$ cat src/rtl/q_measure_pkg.sv
// Shared types and sizing helpers for the Q measurement front end.
package q_measure_pkg;

  typedef enum logic [1:0] {
    IDLE   = 2'd0,
    SETTLE = 2'd1,
    ACCUM  = 2'd2,
    DONE   = 2'd3
  } state_e;

  localparam int unsigned CNT_W        = 10;
  localparam int unsigned DEF_WIDTH    = 10;
  localparam int unsigned DEF_LOG2_AVG = 3;

  function automatic int unsigned avg_n(input int unsigned log2_avg);
    return 32'd1 << log2_avg;
  endfunction

  // Sum of 2^log2_avg unsigned width-bit samples never exceeds this many bits.
  function automatic int unsigned acc_w(input int unsigned width, input int unsigned log2_avg);
    return width + log2_avg;
  endfunction

  localparam int unsigned AVG_N = avg_n(DEF_LOG2_AVG);
  localparam int unsigned ACC_W = acc_w(DEF_WIDTH, DEF_LOG2_AVG);

endpackage

$ cat src/rtl/q_meas_downcnt.sv
// Loadable down-counter that stops at zero; zero flag is registered alongside the count.
module q_meas_downcnt
  import q_measure_pkg::*;
(
  input  logic             clk,
  input  logic             rst,
  input  logic             load,
  input  logic [CNT_W-1:0] load_val,
  input  logic             en,
  output logic             zero
);

  logic [CNT_W-1:0] cnt;
  logic [CNT_W-1:0] cnt_d;

  always_comb begin
    cnt_d = cnt;
    if (load) begin
      cnt_d = load_val;
    end else if (en && !zero) begin
      cnt_d = cnt - CNT_W'(1);
    end
  end

  always_ff @(posedge clk or negedge rst) begin
    if (!rst) begin
      cnt  <= '0;
      zero <= 1'b1;
    end else begin
      cnt  <= cnt_d;
      zero <= (cnt_d == '0);
    end
  end

endmodule

$ cat src/rtl/q_measure_frontend.sv
// Settle-then-average Q measurement for the secant tuning loop, with a stalled-stream watchdog.
module q_measure_frontend
  import q_measure_pkg::*;
#(
  parameter int unsigned WIDTH      = 10,
  parameter int unsigned SETTLE_CYC = 64,
  parameter int unsigned LOG2_AVG   = 3,
  parameter int unsigned TIMEOUT    = 1023
) (
  input  logic             clk,
  input  logic             rst,
  input  logic [WIDTH-1:0] i_ref,
  input  logic             start,
  input  logic [WIDTH-1:0] sample,
  input  logic             sample_valid,
  output logic [WIDTH-1:0] measured_q,
  output logic             ready,
  output logic             busy,
  output logic             timeout
);

  localparam int unsigned N_AVG    = avg_n(LOG2_AVG);
  localparam int unsigned ACC_BITS = acc_w(WIDTH, LOG2_AVG);
  localparam int unsigned SCNT_W   = LOG2_AVG + 1;

  localparam logic [CNT_W-1:0]  SETTLE_LOAD = CNT_W'(SETTLE_CYC - 1);
  localparam logic [CNT_W-1:0]  WD_LOAD     = CNT_W'(TIMEOUT);
  localparam logic [SCNT_W-1:0] LAST_SMP    = SCNT_W'(N_AVG - 1);

  state_e               state;
  state_e               state_d;
  logic [WIDTH-1:0]     ref_q;
  logic [ACC_BITS-1:0]  acc;
  logic [SCNT_W-1:0]    smp_cnt;

  logic ref_chg;
  logic trig;
  logic settle_load;
  logic settle_en;
  logic settle_zero;
  logic wd_load;
  logic wd_en;
  logic wd_zero;
  logic acc_clr;
  logic acc_add;
  logic ready_d;
  logic timeout_d;

  // A reference change and a start in the same cycle are a single trigger.
  assign ref_chg = (i_ref != ref_q);
  assign trig    = ref_chg | start;

  q_meas_downcnt u_settle_cnt (
    .clk      (clk),
    .rst      (rst),
    .load     (settle_load),
    .load_val (SETTLE_LOAD),
    .en       (settle_en),
    .zero     (settle_zero)
  );

  q_meas_downcnt u_wd_cnt (
    .clk      (clk),
    .rst      (rst),
    .load     (wd_load),
    .load_val (WD_LOAD),
    .en       (wd_en),
    .zero     (wd_zero)
  );

  always_ff @(posedge clk or negedge rst) begin
    if (!rst) begin
      state <= IDLE;
    end else begin
      state <= state_d;
    end
  end

  // Next state and datapath strobes; a reference change always outranks a same-cycle sample.
  always_comb begin
    state_d     = state;
    settle_load = 1'b0;
    settle_en   = 1'b0;
    wd_load     = 1'b0;
    wd_en       = 1'b0;
    acc_clr     = 1'b0;
    acc_add     = 1'b0;
    ready_d     = 1'b0;
    timeout_d   = 1'b0;
    case (state)
      IDLE: begin
        if (trig) begin
          state_d     = SETTLE;
          settle_load = 1'b1;
        end
      end
      SETTLE: begin
        if (ref_chg) begin
          settle_load = 1'b1;
        end else if (settle_zero) begin
          state_d = ACCUM;
          acc_clr = 1'b1;
          wd_load = 1'b1;
        end else begin
          settle_en = 1'b1;
        end
      end
      ACCUM: begin
        if (ref_chg) begin
          state_d     = SETTLE;
          settle_load = 1'b1;
          acc_clr     = 1'b1;
        end else if (sample_valid) begin
          acc_add = 1'b1;
          wd_load = 1'b1;
          if (smp_cnt == LAST_SMP) begin
            state_d = DONE;
          end
        end else if (wd_zero) begin
          state_d   = IDLE;
          timeout_d = 1'b1;
        end else begin
          wd_en = 1'b1;
        end
      end
      DONE: begin
        ready_d = 1'b1;
        if (trig) begin
          state_d     = SETTLE;
          settle_load = 1'b1;
        end else begin
          state_d = IDLE;
        end
      end
      default: begin
        state_d = IDLE;
      end
    endcase
  end

  always_ff @(posedge clk or negedge rst) begin
    if (!rst) begin
      ref_q <= '0;
    end else if (trig) begin
      ref_q <= i_ref;
    end
  end

  always_ff @(posedge clk or negedge rst) begin
    if (!rst) begin
      acc     <= '0;
      smp_cnt <= '0;
    end else if (acc_clr) begin
      acc     <= '0;
      smp_cnt <= '0;
    end else if (acc_add) begin
      acc     <= acc + ACC_BITS'(sample);
      smp_cnt <= smp_cnt + SCNT_W'(1);
    end
  end

  always_ff @(posedge clk or negedge rst) begin
    if (!rst) begin
      measured_q <= '0;
      ready      <= 1'b0;
      timeout    <= 1'b0;
      busy       <= 1'b0;
    end else begin
      if (ready_d) begin
        measured_q <= WIDTH'(acc >> LOG2_AVG);
      end
      ready   <= ready_d;
      timeout <= timeout_d;
      busy    <= (state_d != IDLE);
    end
  end

endmodule

$ cat config.mk
export PLATFORM = sky130hd
export DESIGN_NAME = q_measure_frontend
export DESIGN_NICKNAME = d
export VERILOG_FILES = /design/src/rtl/q_measure_pkg.sv /design/src/rtl/q_meas_downcnt.sv /design/src/rtl/q_measure_frontend.sv
export SDC_FILE = /design/constraint.sdc
export NUM_CORES = 1
export LEC_CHECK = 0
export ABC_CLOCK_PERIOD_IN_PS = 4800
export BUFFER_PORTS_ARGS = -buffer_cell sky130_fd_sc_hd__buf_2
export CAP_MARGIN = 20
export CORE_AREA = 5 5 87 89
export CTS_CLUSTER_SIZE = 12
export DETAILED_ROUTE_END_ITERATION = 8
export DIE_AREA = 0 0 92 94
export GPL_TIMING_DRIVEN = 0
export PLACE_DENSITY_LB_ADDON = 0.25
export SLEW_MARGIN = 30
export SYNTH_ARGS = -nofsm -noshare
export SYNTH_HDL_FRONTEND = slang
export SYNTH_SLANG_ARGS = --single-unit
$ cat constraint.sdc
create_clock -name clk -period 4.8 [get_ports clk]
set_clock_uncertainty 0.05 [all_clocks]
set_input_delay 0.48 -clock clk [delete_from_list [all_inputs] [get_ports clk]]
set_output_delay 0.48 -clock clk [all_outputs]
set_load 0.02 [all_outputs]
# After elaboration in Yosys (flattened, before gate mapping)
# Index checks and enable logic that the tools add are counted.
# classes
n_reduce_logical	11
n_bitwise	1
addsub	4
n_mux	39
n_eq_ne	5
# op_table
op	count
$mux 10	4
$mux 13	2
$logic_not 10->1	2
$mux 1	20
$sub 10x1->10 const B	2
$mux 2	7
$add 13x10->13	1
$ne 10x10->1	1
$mux 4	2
$pmux 2 s4	1
$pmux 1 s2	3
$add 4x1->4 const B	1
$eq 2x2->1 const B	2
$eq 4x3->1 const B	1
$reduce_bool 2->1	2
$reduce_or 2->1	2
$eq 2x1->1 const B	1
$logic_and 1x1->1	2
$logic_not 1->1	2
$logic_not 2->1	1
$or 1x1->1	1
# word_totals
regBits	64
in_bits	24
out_inout_bits	13

# Logic depth before layout (Yosys ltp)
# Gate-level depths: netlist of run 1.
# depth
ltp_word	8
ltp_mapped	10
ltp_nobuf	9

# Cells and area by module
# Synthesis of run 1 repeated with hierarchy kept, for this count alone.
# hier_totals
cells_unflattened	378
hier_area_um2	3723.6
# by_module_without_submodules
module	area_per_inst_um2	cells_each	n_inst
q_measure_frontend	2349.8	235	1
q_meas_downcnt (u_wd_cnt)	690.7	75	1
q_meas_downcnt (u_settle_cnt)	683.2	68	1

# Worst setup path after synthesis of run 1
# No wires, ideal clock.
# synth_timing
kind	input to register
startpoint	in i_ref[4]
endpoint	reg u_wd_cnt.zero
slack_ns	2.551
arrival_ns	2.109
setup_ns	0.090
t_required_ns	4.660
stages	8
cell_sequence	xor2_1 nor4_4 nand4_1 buf_2 nor4_1 xnor2_1 nand2_1 nor4_2
# synth_via
elab_chain_len	7
# synth_lines
item	line	text
start, declared	q_measure_frontend.sv:12	input logic [WIDTH-1:0] i_ref,
$ne 10x10->1 *	q_measure_frontend.sv:50	assign ref_chg = (i_ref != ref_q);
$mux 1	q_measure_frontend.sv:109	if (ref_chg) begin
$mux 1	q_measure_frontend.sv:90	case (state)
$logic_and 1x1->1	q_meas_downcnt.sv:20	end else if (en && !zero) begin
$mux 10	q_meas_downcnt.sv:20	
$mux 10 *	q_meas_downcnt.sv:18	if (load) begin
$logic_not 10->1 *	q_meas_downcnt.sv:31	zero <= (cnt_d == '0);
end signal, assigned	q_meas_downcnt.sv:31	
end, declared	q_meas_downcnt.sv:10	output logic zero
# Mark *: on every way between the ends. The rest lies on a longest branch, timed or not.
# A chain may end at the register's enable or synchronous reset.

# Final worst setup path of run 1
# layout_timing
startpoint	reg state[0]
endpoint	reg u_wd_cnt.zero
# layout_via
elab_chain_len	6
# layout_lines
item	line	text
start, declared	q_measure_frontend.sv:30	state_e state;
start signal, assigned	q_measure_frontend.sv:75	state <= state_d;
$eq 2x2->1	q_measure_frontend.sv:90	
$mux 1	q_measure_frontend.sv:90	
$logic_and 1x1->1	q_meas_downcnt.sv:20	
$mux 10	q_meas_downcnt.sv:20	
$mux 10 *	q_meas_downcnt.sv:18	
$logic_not 10->1 *	q_meas_downcnt.sv:31	
# Marks and branches as above.

==> flow_metrics.py, run 1 <==
metrics = {
    "run_status": {
        "outcome": "complete, no violations",
    },
    "sta": {
        "tightest_slew_ps": 601.7,
        "finalSetupViolCount": 0,
        "rsz0062_at_grt": "no",
        "slew_viol_final": 0,
        "fmax_ghz": 0.3873,
        "min_period_ps": 2582,
        "hold_violations": 0,
        "setup_slack_ps": 2218,
        "finalCritPeriodShare_pct": 53.79,
        "hold_ws_ps": 297.1,
        "setup_tns_ps": 0,
        "relSlewSlack_pct": 59.89,
    },
    "die": {
        "die-area_sq_um": 8648,
        "core_region_area_sq_um": 6681,
        "num_rows": 30,
        "die_h_um": 94,
        "initial_core_util_pct": 53.22,
        "die_w_um": 92,
        "ios": 37,
    },
    "yosys": {
        "ys_warn_count": 0,
        "syn_area_per_cell_sq_um": 9.823,
        "synth-async-reset-ratio_pct": 100.0,
        "synth_flop_cell": "dfrtp_1",
        "synth.ff_latch_count": 64,
        "netlist_instances": 362,
        "synthesis.nets": 404,
        "synth_edf_count": 0,
        "ys_types": 52,
        "ys_seq_area_share_pct": 45.11,
        "syn-cell-area_sq_um": 3556,
    },
    "worst_setup_path": {
        "path_max_fanout": 10,
        "rr_worst_depth": 10,
        "max_stage_delay_ps": 420,
        "crit_path_start": "state[0]$_DFF_PN0_",
        "cp-end-kind": "flip-flop",
        "cp_top_family": "simple AND/OR/NAND/NOR gates",
        "cp.required_ps": 4990,
        "worstPathArrival_ps": 2780,
        "reg2reg_from": "state[0]$_DFF_PN0_",
        "r2r_slack_ps": 2220,
        "slowest_stage": "dfrtp_1",
        "critPathLaunchType": "flip-flop",
        "crit_chain": "inv_1, ha_1, inv_2, nor3_1, nand4_1, buf_2, nor4_1, xnor2_1, nand2_1, nor4_2",
        "path_buf_inv": 3,
        "critPathCapture": "u_wd_cnt.zero$_DFF_PN1_",
        "criticalPathCategory": "reg2reg",
        "crit_cells": 10,
        "timing.rr.end": "u_wd_cnt.zero$_DFF_PN1_",
    },
    "cts": {
        "cts_tree": "done",
        "clkLatencyLatePin_ps": 340,
        "cts_buffers": 9,
        "clock_path_buffers": 2,
        "htree_levels": 3,
        "cts-resized-gates": 0,
        "clkSinkCount": 64,
        "cts_root_buffer": "clkbuf_8",
        "clk_pin_slew_worst_paths_ps": 70,
        "postCtsSetupRepairBufs": 0,
        "cts_hold_buffers": 1,
    },
    "global_routing": {
        "grt_pass1_vias": 2596,
        "gr-usage-all-layers_pct": 17.35,
        "grt_antenna_before_repair": 0,
        "grt_first_pass_wirelength_um": 11900,
        "grt_max_degree": 42,
        "gr-total-overflow": 0,
    },
    "place": {
        "place_inst": 478,
        "dp_slack_ps": 2156,
        "port_buffers": 35,
        "hpwl_um": 5010,
        "gp_congestion": 0.8053,
    },
    "pwr": {
        "power_density_nw_per_um2": 291.6,
        "ir_worst_vdd_uv": 243.9,
        "p_leak_uw": 0.001891,
    },
    "drt": {
        "final_antenna_net_count": 0,
        "firstDrtPassIters": 4,
        "vias_per_cell": 5.416,
        "num_vias": 2681,
        "drt_wl_total_um": 6800,
        "drc": 0,
        "drt_iter0_markers": 84,
        "routedWlPerCell_um": 13.74,
    },
    "cells_and_area": {
        "regArea_sq_um": 1604,
        "nets": 452,
        "multiInputGateArea_sq_um": 1823,
        "num_antenna_cells": 0,
        "post-route-util_pct": 61.03,
        "fillCellCount": 598,
        "instances_no_fill": 495,
        "drive_gt1_share_pct": 20.00,
        "syn2layout_area_growth_pct": 14.67,
    },
    "worst_hold_path": {
        "hold_class": "in2reg",
    },
    "job": {
        "drv_cap": 0,
    },
}
through the flow:
stage / power (uW) / cell area [sq um]
final: 1189 / 4078
after detailed placement: 694.3 / 3854
after global placement: 688.6 / 3831
after CTS: 1201 / 4078
after global routing: 1247 / 4078
after floorplan: 649.3 / 3556
layout by cell type (no fill, tap or decap), drive strengths merged, types with 9 or more instances in the layout:
master / netlist / final
mux2: 10 / 10
a21oi: 24 / 24
dfrtp: 62 / 62
nor3: 12 / 12
or3: 15 / 15
nor2: 34 / 34
nand3: 9 / 9
clkbuf: 16 / 29
inv: 10 / 10
xnor2: 17 / 17
buf: 5 / 41
xor2: 19 / 19
ha: 17 / 17
nand2: 40 / 40
power by group:
part	total, uW	switching (uW)	internal (uW)
logic	126	75.7	50.7
clock network	503	197	307
registers	559	7.87	552
total	1190	280	909
worst min-delay path by stage:
| stage | start | end | slack (ps) | depth (start not counted) |
|---|---|---|---|---|
| 6_report | i_ref[9] | ref_q[9]$_DFFE_PN0P_ | 300 | 2 |
| 3_5_place_dp | rst | measured_q[2]$_DFFE_PN0P_ | 350 | 1 |
| 5_1_grt | i_ref[7] | ref_q[7]$_DFFE_PN0P_ | 280 | 2 |
| 4_1_cts | i_ref[9] | ref_q[9]$_DFFE_PN0P_ | 290 | 2 |
| 2_1_floorplan | rst | acc[0]$_DFFE_PN0P_ | 130 | 0 |
| 3_3_place_gp | measured_q[8]$_DFFE_PN0P_ | measured_q[8]$_DFFE_PN0P_ | 430 | 1 |
routing by layer:
metal | global-route usage (%) | share of wire (%) | vias up
li1 | - | - | 1358
met1 | 23.32 | 48 | 1259
met2 | 27.01 | 46 | 56
met3 | 3.686 | 4.4 | 8
met4 | 7.797 | 1.6 | 0
met5 | 0 | 0 | -
cells by family (layout without fill, tap and decap cells):
group | count (synthesis) | after routing | share of synthesized area, %
muxes | 10 | 10 | 3.167
and+or+nand+nor | 140 | 140 | 21.29
buffers and inverters | 31 | 84 | 3.624
DFF | 64 | 64 | 45.11
adders and majority gates | 18 | 18 | 6.545
AOI/OAI and AO/OA | 63 | 63 | 11.40
xor gates and xnor gates | 36 | 36 | 8.867
state kept, by name, summed over array words and instances, names as in the netlist:
register	count
u_wd_cnt.cnt	10
u_wd_cnt.zero	1
acc	13
busy	1
timeout	1
ready	1
smp_cnt	4
ref_q	10
measured_q	10
u_settle_cnt.zero	1
u_settle_cnt.cnt	10
state	2
cell type report:
cell class              instances  area share [%]
clock buffers                  13           3.651
multi-input cells             267           44.71
flip-flops and latches         64           39.34
well taps                      80           2.455
repair buffers                 37           5.094
inverters                      10          0.9205
clock inverters                 3           1.596
plain buffers                  21           2.240
synth_stat cells, types with 3 or more instances:
cell / number / area [sq um]
nor4_2: 3 / 37.54
xnor2_1: 17 / 148.9
a21o_1: 4 / 30.03
a31oi_1: 6 / 37.54
o21ai_0: 6 / 30.03
nand4_1: 4 / 25.02
a211oi_1: 4 / 30.03
or2_2: 3 / 18.77
mux2_2: 10 / 112.6
dfrtp_1: 62 / 1551
nor3_1: 11 / 55.05
nor2_2: 3 / 18.77
nor2_1: 30 / 112.6
inv_1: 9 / 33.78
or3_1: 15 / 93.84
a21oi_1: 24 / 120.1
nand3_1: 8 / 40.04
clkbuf_1: 16 / 60.06
o21a_1: 3 / 22.52
nand2_1: 40 / 150.1
nor2b_1: 4 / 25.02
o31ai_1: 3 / 22.52
buf_2: 4 / 20.02
ha_1: 17 / 212.7
xor2_1: 19 / 166.4
No activity file was read; power rests on OpenSTA's default activity.
==> run 2: changes to the inputs <==
ABC_AREA = 1   (was default)
ABC_CLOCK_PERIOD_IN_PS = 2400   (was 4800)
CORE_AREA = 5 5 91 93   (was 5 5 87 89)
DIE_AREA = 0 0 96 98   (was 0 0 92 94)
clock period = 2.4 ns   (was 4.8 ns; I/O delays follow)
==> run 2 against run 1 <==
  * Register-to-register slack lost 2000 ps
  * Fmax grew 18%
  * Largest cell class unchanged
  * Critical path depth is the same
  * Largest power group is now clock
  * Final area grew 12%
  * Clock power grew 150%
==> flow_metrics.py, run 2 <==
metrics = {
    "cts": {
        "clk_pin_slew_worst_paths_ps": 70,
        "clkLatencyLatePin_ps": 340,
        "clkSinkCount": 64,
        "clock_path_buffers": 2,
        "htree_levels": 3,
        "cts_root_buffer": "clkbuf_8",
        "cts_tree": "done",
        "cts_buffers": 9,
    },
    "place": {
        "gp_congestion": 0.8855,
        "hpwl_um": 6095,
        "port_buffers": 35,
    },
    "yosys": {
        "yosysTopAreaCellShare_pct": 39.57,
        "synth-async-reset-ratio_pct": 100.0,
        "synth_edf_count": 0,
        "synthesis.nets": 541,
        "ys_warn_count": 0,
        "ys_seq_area_share_pct": 40.91,
        "syn-cell-area_sq_um": 3921,
        "netlist_top_cells_count": "nand2_1, inv_1, dfrtp_1, nor2_1, nand3_1",
        "ys_types": 41,
        "ys_top_cells_by_area": "dfrtp_1, nand2_1, inv_1, ha_1, nor2_1",
        "netlist_instances": 499,
        "synth.ff_latch_count": 64,
        "syn_area_per_cell_sq_um": 7.858,
        "yosysTopAreaCell": "dfrtp_1",
        "synth_most_common_cell": "nand2_1",
        "synth_flop_cell": "dfrtp_1",
    },
    "sta": {
        "hold_violations": 0,
        "slew_viol_final": 0,
        "finalSetupViolCount": 0,
        "tightest_slew_ps": 580.1,
        "relSlewSlack_pct": 61.33,
        "fmax_ghz": 0.4561,
        "rsz0062_at_grt": "no",
        "finalCritPeriodShare_pct": 91.36,
        "setup_tns_ps": 0,
        "hold_ws_ps": 56.08,
        "min_period_ps": 2193,
    },
    "cells_and_area": {
        "top_register": "acc",
        "final_common_cell": "nand2_1",
        "drive_gt1_share_pct": 17.84,
        "syn2layout_area_growth_pct": 16.18,
        "post-route-util_pct": 61.17,
        "nets": 592,
        "num_antenna_cells": 0,
        "largest_register_ffs": 13,
        "final_cell_mix": "nand2_1, inv_1, dfrtp_1",
    },
    "worst_setup_path": {
        "slowest_stage": "fa_1",
        "path_max_fanout": 4,
        "criticalPathCategory": "reg2reg",
        "path_buf_inv": 0,
        "cp_top_family": "adder cells",
        "worstPathArrival_ps": 2370,
        "cp-end-kind": "flip-flop",
        "crit_chain": "ha_1, fa_1, nand3_1, nand2_1, a21oi_2, o21ai_1, a21oi_1, nor2_1, o21ai_1, nor2_1",
        "critPathLaunchType": "flip-flop",
        "max_stage_delay_ps": 430,
        "cp.required_ps": 2580,
        "r2r_slack_ps": 210,
    },
    "pwr": {
        "power_density_nw_per_um2": 675.5,
        "p_leak_uw": 0.002484,
        "ir_worst_vdd_uv": 378.6,
    },
    "drt": {
        "firstDrtPassIters": 5,
        "vias_per_cell": 5.006,
        "num_vias": 3289,
        "routedWlPerCell_um": 12.48,
        "final_antenna_net_count": 0,
        "drt_iter0_markers": 130,
        "drc": 0,
        "drt_wl_total_um": 8202,
    },
    "global_routing": {
        "gr-usage-all-layers_pct": 18.53,
        "grt_first_pass_wirelength_um": 13700,
        "grt_pass1_vias": 3016,
        "gr-total-overflow": 0,
        "grt_antenna_before_repair": 0,
        "grt_max_degree": 42,
    },
    "die": {
        "initial_core_util_pct": 52.65,
        "core_region_area_sq_um": 7447,
        "ios": 37,
        "die_h_um": 98,
        "num_rows": 32,
        "die-area_sq_um": 9408,
        "die_w_um": 96,
    },
    "worst_hold_path": {
        "hold_class": "in2reg",
    },
    "run_status": {
        "outcome": "complete, no violations",
    },
    "job": {
        "drv_cap": 0,
    },
}
run 2: cell types whose count changed in the layout (fill, tap and decap cells not counted), moves of 6 or more:
cell / delta
xnor2_1: -8
inv_1: +54
nand2_1: +86
or3_1: -15
nand4_1: +10
o21ai_0: +9
clkbuf_1: -7
nand3_1: +27
nor2_1: +19
nor3_1: -6
buf_4: +6
run 2: final timing paths:
path,startpoint,to,cells after the start
max,acc[0]$_DFFE_PN0P_,acc[10]$_DFFE_PN0P_,10
min,i_ref[1],ref_q[1]$_DFFE_PN0P_,2
max reg2reg,acc[0]$_DFFE_PN0P_,acc[10]$_DFFE_PN0P_,10
min reg2reg,measured_q[4]$_DFFE_PN0P_,measured_q[4]$_DFFE_PN0P_,1
max in group asynchronous,rst,u_wd_cnt.zero$_DFF_PN1_,3
min in group asynchronous,rst,ref_q[7]$_DFFE_PN0P_,2
run 2: routing by layer:
layer  wire, um  global-route usage, %  up-vias
li1           -                      -     1687
met1       3786                  24.72     1536
met2       3967                  28.94       60
met3        380                  4.931        6
met4         67                  6.346        0
met5          0                      0        -
run 2: power breakdown:
group          switching (uW)  total [uW]  internal (uW)
sequential               53.3        1200           1150
combinational             415         633            218
clock                     420        1240            824
total                     889        3080           2190
run 2: repair_timing:
| action | CTS | global route |
|---|---|---|
| setup endpoints to repair | 0 | 4 |
| hold buffers | 1 | 0 |
| hold endpoints to repair | 22 | 0 |
| gates resized for setup | 0 | 6 |
| buffers inserted | 0 | 3 |
run 2: kinds of logic (layout without fill, tap and decap cells):
logic type,Yosys count,after routing,synth area share [%]
AO/OA/AOI/OAI,48,48,6.924
adder cells (fa/ha/maj),18,18,5.935
XOR/XNOR,23,23,5.137
flip-flops,64,64,40.91
AND/OR/NAND/NOR,251,251,29.64
buffers and inverters,86,142,8.870
multiplexers,9,9,2.585
run 2: stage by stage:
step | worst slack (ps) | instance area (sq um) | cells | total power, uW
after floorplan | 361.6 | 3921 | 499 | 1661
after global placement | 143.5 | 4224 | 636 | 1818
after detailed placement | 113.3 | 4247 | 637 | 1841
after CTS | 96.03 | 4526 | 654 | 3094
after global routing | 14.86 | 4556 | 657 | 3240
final | 207.4 | 4556 | 657 | 3078
run 2: final cells by class:
cell class                 instances  area, sq um
timing repair buffer              40        230.2
inverter                          67        251.5
clock buffer                      11        141.4
sequential                        64         1604
multi-input combinational        349         1976
tap                              102        127.6
clock inverter                     5        127.6
buffer                            19        97.59
fill                             667         2892
==> run 3: changes to the inputs <==
CORE_AREA = 5 5 82 103   (was 5 5 91 93)
DIE_AREA = 0 0 87 108   (was 0 0 96 98)
==> run 3 against run 2 <==
  * Global-route usage grew 0.51 points
  * Fmax decreased by 0.34%
  * Worst setup slack got worse by 7.5 ps
  * Utilization down 0.32 points
  * First-iteration DRC count down 5.4%
  * Register-to-register slack barely moved
  * Critical endpoint unchanged
  * Highest routed layer unchanged
==> flow_metrics.py, run 3 (synthesized netlist as in run 2, its figures left out) <==
metrics = {
    "die": {
        "ios": 37,
        "die_w_um": 87,
        "initial_core_util_pct": 53.62,
        "die_h_um": 108,
        "core_region_area_sq_um": 7313,
        "die-area_sq_um": 9396,
        "num_rows": 35,
    },
    "worst_setup_path": {
        "reg2reg_from": "acc[0]$_DFFE_PN0P_",
        "crit_path_start": "acc[0]$_DFFE_PN0P_",
        "path_max_fanout": 4,
        "criticalPathCategory": "reg2reg",
        "critPathLaunchType": "flip-flop",
        "cp-end-kind": "flip-flop",
        "worstPathArrival_ps": 2380,
        "cp.required_ps": 2580,
    },
    "cells_and_area": {
        "drive_gt1_share_pct": 17.21,
        "syn2layout_area_growth_pct": 13.50,
        "nets": 589,
        "instances_no_fill": 644,
        "final_cell_mix": "nand2_1, inv_1, dfrtp_1",
        "largest_register_ffs": 13,
        "num_antenna_cells": 0,
        "final_common_cell": "nand2_1",
        "top_register": "acc",
        "finalInstanceArea_sq_um": 4451,
    },
    "drt": {
        "vias_per_cell": 5.143,
        "drt_iter0_markers": 123,
        "drc": 0,
        "routedWlPerCell_um": 12.30,
        "final_antenna_net_count": 0,
        "firstDrtPassIters": 5,
        "drt_wl_total_um": 7922,
        "num_vias": 3312,
    },
    "place": {
        "dpl-instance-area_sq_um": 4234,
        "hpwl_um": 6029,
        "place_inst": 627,
        "gp_congestion": 0.8527,
        "port_buffers": 35,
        "dp_slack_ps": 100.4,
    },
    "sta": {
        "relSlewSlack_pct": 62.24,
        "min_period_ps": 2200,
        "hold_violations": 0,
        "hold_ws_ps": 54.90,
        "finalSetupViolCount": 0,
        "finalCritPeriodShare_pct": 91.67,
        "tightest_slew_ps": 566.4,
        "fmax_ghz": 0.4545,
        "slew_viol_final": 0,
        "setup_slack_ps": 199.9,
        "rsz0062_at_grt": "yes",
    },
    "global_routing": {
        "grt_first_pass_wirelength_um": 14240,
        "gr-usage-all-layers_pct": 19.04,
        "grt_max_degree": 34,
        "gr-total-overflow": 0,
        "grt_pass1_vias": 3344,
        "grt_antenna_before_repair": 0,
    },
    "cts": {
        "cts_buffers": 9,
        "clk_pin_slew_worst_paths_ps": 70,
        "clkLatencyLatePin_ps": 340,
        "cts_tree": "done",
        "htree_levels": 3,
        "postCtsSetupRepairBufs": 0,
        "clkSinkCount": 64,
        "clock_path_buffers": 2,
        "cts_root_buffer": "clkbuf_8",
    },
    "pwr": {
        "switchingPower_uw": 866.9,
        "ir_worst_vdd_uv": 352.9,
        "swShare_pct": 31.38,
        "seqPwrFrac_pct": 43.5,
        "internal_power_uw": 1895,
        "power_density_nw_per_um2": 620.7,
        "comb_power_share_pct": 22.5,
        "p_leak_uw": 0.002442,
        "pwr-share-clk_pct": 34.0,
        "finalPower_uw": 2762,
    },
    "run_status": {
        "outcome": "complete, no violations",
    },
    "worst_hold_path": {
        "hold_class": "in2reg",
        "worstHoldStart": "i_ref[8]",
    },
    "job": {
        "drv_cap": 0,
    },
}
[run 3: changes by cell type in the layout (fill, tap and decap cells not counted), moves of 2 or more]
| cell | change |
|---|---|
| bufinv_16 | -3 |
| o21ai_1 | -2 |
| o21ai_0 | +2 |
| buf_4 | -3 |
| clkinv_2 | +2 |
[run 3: layout make-up]
cell class	count	area, sq um
multi-input cells	349	1976
plain buffers	19	97.59
clock buffers	13	158.9
repair buffers	37	207.7
flip-flops and latches	64	1604
inverters	67	251.5
fillers	650	2863
clock inverters	3	40.04
well taps	92	115.1
[run 3: metal layers]
metal | GRT usage (%) | vias up | share of wire (%)
li1 | - | 1678 | -
met1 | 22.57 | 1557 | 43
met2 | 33.06 | 59 | 51
met3 | 3.430 | 18 | 4.0
met4 | 8.686 | 0 | 2.4
met5 | 0 | - | 0
[run 3: stage by stage]
step	utilization (%)	setup TNS (ps)
global placement	57.59	0
floorplan	-	0
detailed placement	57.90	0
finish	60.86	0
CTS	60.75	0
global route	60.86	-20.14
[run 3: worst paths after layout]
check / to / slack (ps) / cells past startpoint
setup / recovery: acc[10]$_DFFE_PN0P_ / 200 / 10
hold reg to reg: acc[11]$_DFFE_PN0P_ / 440 / 1
min in group asynchronous: u_settle_cnt.cnt[6]$_DFF_PN0_ / 340 / 2
max in group asynchronous: u_wd_cnt.zero$_DFF_PN1_ / 1380 / 3
hold / removal: ref_q[8]$_DFFE_PN0P_ / 50 / 2
setup reg to reg: acc[10]$_DFFE_PN0P_ / 200 / 10
[run 3: power by group through the flow]
stage / Sequential [uW] / Clock, uW / Combinational (uW)
floorplan: 1240 / 0 / 423
global placement: 1220 / 0 / 605
detailed placement: 1220 / 0 / 625
CTS: 1200 / 964 / 628
global route: 1210 / 1020 / 711
finish: 1200 / 940 / 622
[run 3: what timing repair did]
item / CTS / global route
hold buffers: 1 / 0
gates resized for setup: 0 / 4
hold endpoints to repair: 31 / 0
setup endpoints to repair: 0 / 3
[run 3: worst max-delay path: stages, from the launching register on]
cell and delay, ps:
dfrtp_1 380, ha_1 230, fa_2 370, nand3_1 80, nand2_1 90, a21oi_2 180, o21ai_0 140, a21oi_1 250
nor2_1 100, o21ai_0 150, nor2_1 50
